===== src/rtl/keygen.sv =====
`default_nettype none
//------------------------------------------------------------------------------
// Module   : keygen
// Purpose  : One round of the AES-128 key schedule, with a registered output.
//            When key_gen_enable is high, key_out is loaded with the expansion
//            of prev_key for round iteration_num. When it is low, key_out is
//            loaded with key_in unchanged. A single 128-bit register is the
//            only state in the block.
// Revision : 1.0  initial release
//
// Ports
//   clk            in   1    rising-edge clock
//   n_rst          in   1    asynchronous active-low reset (clears key_out)
//   key_gen_enable in   1    1 = expand prev_key, 0 = load key_in
//   key_in         in   128  round-0 cipher key
//   prev_key       in   128  round i-1 key to expand
//   iteration_num  in   4    round index i (1..10 select an rcon, others -> 00)
//   key_out        out  128  registered round key
//------------------------------------------------------------------------------
module keygen (
  input  logic         clk,
  input  logic         n_rst,
  input  logic         key_gen_enable,
  input  logic [127:0] key_in,
  input  logic [127:0] prev_key,
  input  logic [3:0]   iteration_num,
  output logic [127:0] key_out
);

  // Forward AES S-box packed as one vector. Entry 0 is in the top byte, so
  // entry k sits at bits [2047-8k -: 8]. 2047-8k equals {~k, 3'b111}.
  localparam logic [2047:0] C_SBOX = {
    128'h637c777bf26b6fc53001672bfed7ab76,
    128'hca82c97dfa5947f0add4a2af9ca472c0,
    128'hb7fd9326363ff7cc34a5e5f171d83115,
    128'h04c723c31896059a071280e2eb27b275,
    128'h09832c1a1b6e5aa0523bd6b329e32f84,
    128'h53d100ed20fcb15b6acbbe394a4c58cf,
    128'hd0efaafb434d338545f9027f503c9fa8,
    128'h51a3408f929d38f5bcb6da2110fff3d2,
    128'hcd0c13ec5f974417c4a77e3d645d1973,
    128'h60814fdc222a908846eeb814de5e0bdb,
    128'he0323a0a4906245cc2d3ac629195e479,
    128'he7c8376d8dd54ea96c56f4ea657aae08,
    128'hba78252e1ca6b4c6e8dd741f4bbd8b8a,
    128'h703eb5664803f60e613557b986c11d9e,
    128'he1f8981169d98e949b1e87e9ce5528df,
    128'h8ca1890dbfe6426841992d0fb054bb16
  };

  function automatic logic [7:0] sbox(input logic [7:0] b);
    return C_SBOX[{~b, 3'b111} -: 8];
  endfunction

  logic [127:0] key_out_q;
  logic [127:0] key_out_d;

  logic [31:0] w0;
  logic [31:0] w1;
  logic [31:0] w2;
  logic [31:0] w3;
  logic [31:0] rot_w;
  logic [31:0] sub_w;
  logic [31:0] temp_w;
  logic [31:0] n0;
  logic [31:0] n1;
  logic [31:0] n2;
  logic [31:0] n3;
  logic [7:0]  rcon;

  assign w0 = prev_key[127:96];
  assign w1 = prev_key[95:64];
  assign w2 = prev_key[63:32];
  assign w3 = prev_key[31:0];

  // RotWord: the top byte wraps around to the bottom.
  assign rot_w = {w3[23:0], w3[31:24]};

  assign sub_w = {sbox(rot_w[31:24]), sbox(rot_w[23:16]),
                  sbox(rot_w[15:8]),  sbox(rot_w[7:0])};

  // Round indices outside 1..10 get a zero rcon. The rest of the round is
  // still applied and no error is signalled.
  always_comb begin
    rcon = 8'h00;
    case (iteration_num)
      4'd1:    rcon = 8'h01;
      4'd2:    rcon = 8'h02;
      4'd3:    rcon = 8'h04;
      4'd4:    rcon = 8'h08;
      4'd5:    rcon = 8'h10;
      4'd6:    rcon = 8'h20;
      4'd7:    rcon = 8'h40;
      4'd8:    rcon = 8'h80;
      4'd9:    rcon = 8'h1b;
      4'd10:   rcon = 8'h36;
      default: rcon = 8'h00;
    endcase
  end

  assign temp_w = sub_w ^ {rcon, 24'h000000};
  assign n0     = w0 ^ temp_w;
  assign n1     = w1 ^ n0;
  assign n2     = w2 ^ n1;
  assign n3     = w3 ^ n2;

  assign key_out_d = key_gen_enable ? {n0, n1, n2, n3} : key_in;

  always_ff @(posedge clk or negedge n_rst) begin
    if (!n_rst) begin
      key_out_q <= 128'h0;
    end else begin
      key_out_q <= key_out_d;
    end
  end

  assign key_out = key_out_q;

endmodule
`default_nettype wire


===== config.mk =====
export PLATFORM = sky130hd
export DESIGN_NAME = keygen
export DESIGN_NICKNAME = d
export VERILOG_FILES = /design/src/rtl/keygen.sv
export SDC_FILE = /design/constraint.sdc
export NUM_CORES = 1
export LEC_CHECK = 0
export CORE_MARGIN = 5
export CORE_UTILIZATION = 30
export DETAILED_ROUTE_END_ITERATION = 8
export PLACE_DENSITY = 0.55
export SYNTH_ARGS = -nofsm -noshare
export SYNTH_HDL_FRONTEND = slang
export SYNTH_SLANG_ARGS = --single-unit

===== constraint.sdc =====
create_clock -name clk -period 0.8 [get_ports clk]
set_input_delay 0.08 -clock clk [delete_from_list [all_inputs] [get_ports clk]]
set_output_delay 0.08 -clock clk [all_outputs]
set_load 0.02 [all_outputs]

Word-level counts from Yosys, hierarchy flattened
Memory sizes are Yosys's and may differ from the RTL's.
Cells that the tools add are included.

cells by class
  shift-type cells = 4
  muxes and demuxes = 1
  bitwise operators = 9

operators with widths
  operator                    number
  $shiftx 2055x12->8 const A  4
  $xor 32x32->32              5
  $mux 128                    1
  $not 8->8                   4

storage, ports and cells
  flip-flop bits (word level) = 128
  ROM bits = 128
  input bits = 263
  output and inout port bits = 128
  word-level logic and storage cells = 16
  memories = 1

memories
  name              words  width  rd ports  clocked after memory_dff  write ports  RTL line  source
  (name not given)  16     8      1         0                         0            86        case (iteration_num)

Depth between registers and ports, before layout
Gate-level depths: netlist of run 1.

  depth in word-level cells = 8
  depth in mapped cells = 16

Least setup slack after synthesis of run 1
OpenSTA, ideal clock, no wires.

  path type = input-to-reg
  start = input port prev_key[25]
  end = register key_out_q[6], in the netlist key_out[6]
  arrival = 3.323 ns
  required time = 0.675 ns
  path slack = -2.647 ns
  stages on the path = 14
  buffers on the path = 3
  cell sequence = clkbuf_1 inv_1 clkbuf_1 ha_1 clkbuf_2 inv_1 mux4_2 mux2_2 a2111oi_0 a21oi_1 a2111oi_4 xnor2_1 xnor2_1 mux2_2

on the way
  longest elaborated chain between the ends = 8

ends and longest elaborated chain
  item                    RTL line  source
  from (decl)             25        input logic [127:0] prev_key,
  $not 8->8               52        return C_SBOX[{~b, 3'b111} -: 8];
  $shiftx 2055x12->8      52
  $xor 32x32->32          101       assign temp_w = sub_w ^ {rcon, 24'h000000};
  $xor 32x32->32          102       assign n0 = w0 ^ temp_w;
  $xor 32x32->32          103       assign n1 = w1 ^ n0;
  $xor 32x32->32          104       assign n2 = w2 ^ n1;
  $xor 32x32->32          105       assign n3 = w3 ^ n2;
  $mux 128                107       assign key_out_d = key_gen_enable ? {n0, n1, n2, n3} : key_in;
  named net key_out_d[6]  56        logic [127:0] key_out_d;
  to (signal assigned)    113       key_out_q <= key_out_d;
  to (decl)               55        logic [127:0] key_out_q;

The timed path passes the listed nets, and every way through them passes these cells.

Worst setup path after layout of run 1
  start = input port prev_key[9]
  end = register key_out_q[16], in the netlist key_out[16]

The elaborated chain is that of the path after synthesis.

==> impl_metrics.ini, run 1 <==
[outcome]
outcome = finished with violations
violations = negative setup slack

[timing]
finalCriticalPeriod_ns = 2.517
final_critical_path_setup_slack_ns = -1.717
timing.setup.tns_ns = -227.69
slew_headroom_pct = 50.86
final.hold.worst_slack_ns = 0.02769
worst_slew_pin_slew_ns = 0.7318
final_hold_viol_count = 0
timing.fmax_mhz = 397.3
setup-violations-final = 256
rsz0062_at_grt = true
slew_violations = 0
post-route-period-util_pct = 314.6

[setup_path]
worst-path-max-fanout = 9
cp_data_required_time_ns = 1.22
worstSetupStartpoint = prev_key[9]
capture_point_of_the_worst_path = key_out[16]
arrival_ns = 2.94
cp-end-kind = flop
timing.setup.critical_path_class = in -> reg
timing.critical_path.from_type = primary input

[run]
timing.max_cap.violations = 0

[routing]
vias_per_cell = 5.974
drtAntennaViolNets = 0
remaining_drc_errors = 0
detail_route.wl_per_cell_um = 28.28
dr_total_vias = 30188
drt_first_iter_violations = 3161
detail_route.wirelength_um = 142900
drt_pre_antenna_iters = 5

[yosys]
edff_count_synth = 0
synth_area_per_cell_um2 = 7.408
ys.flop_type = sky130_fd_sc_hd__dfrtp_1
syn-instance-count = 2816
mappedNetlistNets = 3141
yosysUniqueCellTypes = 93
sequential_to_total_area_share_from_yosys_stat_pct = 15.36
mappedNetlistArea_um2 = 20860
synth_seq_cells = 128
synth_warnings = 0
postSynth.asyncResetShare_pct = 100.0

[global_routing]
groute.usage.overall_pct = 36.28
grt_pass1_wl_um = 204700
grt_util_met3_pct = 8.125
grt_antenna_before_repair = 6
met1_usage_pct = 47.49
grt_pass1_vias = 30317
use_met2_pct = 57.00
grt_max_degree = 69
overflow = 0
busiest_layer = met2

[placed_design]
count_of_buffers_from_port_buffering = 390
place_congestion = 1.060
hpwl_um = 112300
dpl-instance-area_um2 = 33900

[power_and_ir_drop]
netSwitchingFraction_pct = 42.04
int_pwr_mw = 29.27
power-per-cell-area_nw_per_um2 = 1271
clkPwrFrac_pct = 18.5
ir_worst_vdd_v = 0.001432
switchingPower_mw = 21.23
power_frac_comb_pct = 64.9
share_seq_of_total_power_pct = 16.6
power.total_mw = 50.50
p_leak_nw = 16.78

[clocking]
cts_htree_levels = 4
cts_tree = yes
cts.root.buffer_cell = sky130_fd_sc_hd__clkbuf_16
cts-root-to-sink-buffers = 2
cts.clk_slew.worst_paths_ns = 0.07
cts_inserted_buffers = 17
clkSinkCount = 128

[cells_and_area]
largest_register_ffs = 128
areaGrowthSynthToFinish_pct = 90.49
layout.cell_area.non_filler_um2 = 39740
final_common_cell = sky130_fd_sc_hd__buf_4
mostFrequentLayoutCells = sky130_fd_sc_hd__buf_4, sky130_fd_sc_hd__buf_6, sky130_fd_sc_hd__clkdlybuf4s50_1
num-nets-final = 4432
layout.filler_cells = 6162
layout-drive-gt1-share_pct = 49.49

[worst_hold_path]
holdCritPathClass = in -> async

[floorplan]
ioPinCount = 391
rows = 96
die_height_um = 273.7
core-area_um2 = 68830
die_area_um2 = 74910
floorplan.initialDensity_pct = 30.31
die_x_um = 273.7
==> worst max-delay path: stages <==
cell                         delay (ns)
sky130_fd_sc_hd__buf_12            0.10
sky130_fd_sc_hd__clkinvlp_4        0.12
sky130_fd_sc_hd__buf_6             0.15
sky130_fd_sc_hd__ha_4              0.16
sky130_fd_sc_hd__buf_8             0.15
sky130_fd_sc_hd__nand2b_1          0.18
sky130_fd_sc_hd__a311oi_2          0.40
sky130_fd_sc_hd__o31ai_1           0.14
sky130_fd_sc_hd__mux4_2            0.54
sky130_fd_sc_hd__xnor2_4           0.30
sky130_fd_sc_hd__xnor2_2           0.19
sky130_fd_sc_hd__xnor3_1           0.27
sky130_fd_sc_hd__a21oi_2           0.14
==> how the worst min path moves through the flow <==
stage          slack [ns]  cells after the start     endpoint  startpoint
5_1_grt              0.04                      2  key_out[60]       n_rst
4_1_cts            0.0003                      2  key_out[60]       n_rst
3_3_place_gp        -0.03                      1  key_out[29]       n_rst
6_report             0.03                      2  key_out[60]       n_rst
3_5_place_dp        -0.03                      1  key_out[29]       n_rst
2_1_floorplan       -0.22                      0   key_out[0]       n_rst
==> layer usage <==
| layer | vias up | share of wire (%) | wire length (um) |
|---|---|---|---|
| met4 | 6 | 5.6 | 7968 |
| met2 | 1922 | 44 | 63400 |
| li1 | 13097 | - | - |
| met3 | 407 | 10 | 14260 |
| met5 | - | 0.027 | 39 |
| met1 | 14756 | 40 | 57230 |
==> metrics by stage <==
step	instances	worst slack, ns	utilization, %
final	5053	-1.717	57.74
after global routing	5052	-1.759	57.73
after CTS	5038	-1.723	55.98
after detailed placement	4899	-3.191	49.25
after global placement	4899	-3.183	49.25
after floorplan	2816	-2.232	-
==> cell families after synthesis <==
kind of cell,count (synthesis),synth area share (%)
compound gates,990,31.80
xor+xnor,195,9.045
flops,128,15.36
buf+inv,356,7.360
mux,148,10.44
fa+ha+maj,62,3.755
simple gates,937,22.25
==> repair_timing <==
| item | CTS | global route |
|---|---|---|
| cloned | 2 | 0 |
| hold buffers | 2 | 0 |
| hold endpoints to repair | 128 | 0 |
| pin swaps | 246 | 192 |
| setup endpoints to repair | 256 | 257 |
| resized for setup | 1400 | 249 |
| buffers inserted | 130 | 45 |
==> Yosys cell counts (all sizes together) (35+ instances only) <==
cell type,n,area share [%]
nand2b,82,2.5
and3,36,1.1
mux2i,41,2.0
nand2,190,3.4
o21ai,207,5.0
buf,147,3.6
nor3,71,1.7
a211oi,45,1.6
mux2,57,3.1
inv,35,0.63
a311oi,40,1.7
nor2,255,4.7
o211ai,45,1.6
a21oi,259,6.2
nor2b,70,2.1
o311ai,37,1.6
dfrtp,128,15
a31oi,61,1.9
xor2,39,1.6
clkbuf,164,3.0
nand3,93,2.2
xnor2,146,6.3
ha,61,3.7
mux4,50,5.4
==> power by group through the flow <==
stage | clock network, mW | registers (mW) | logic, mW
3_5_place_dp | 0 | 8.23 | 26.7
3_3_place_gp | 0 | 8.21 | 26.7
6_report | 9.35 | 8.37 | 32.8
5_1_grt | 9.65 | 8.46 | 34.1
4_1_cts | 9.51 | 8.35 | 30.8
2_1_floorplan | 0 | 9.50 | 11.3
==> cell type report <==
class                      instances  area (um^2)  share of cell area [%]
clock inverter                    15        214.0                  0.5384
tap                              931         1165                   2.931
sequential                       128         3209                   8.076
multi-input combinational       2332        20000                   50.32
inverter                          45        240.2                  0.6046
clock buffer                      17        425.4                   1.071
antenna                            2        5.005                 0.01259
timing repair buffer            1583        14480                   36.44
Power figures use the tool's default switching activity.
==> run 2: changes to the inputs <==
--- a/config.mk
+++ b/config.mk
@@ -5,8 +5,10 @@
 export SDC_FILE = /design/constraint.sdc
 export NUM_CORES = 1
 export LEC_CHECK = 0
+export ABC_CLOCK_PERIOD_IN_PS = 800
 export CORE_MARGIN = 5
 export CORE_UTILIZATION = 30
+export CTS_CLUSTER_DIAMETER = 120
 export DETAILED_ROUTE_END_ITERATION = 8
 export PLACE_DENSITY = 0.55
 export SYNTH_ARGS = -nofsm -noshare
==> results of run 2 <==
Same layout as run 1: the final DEF is identical, and so are final timing and power.
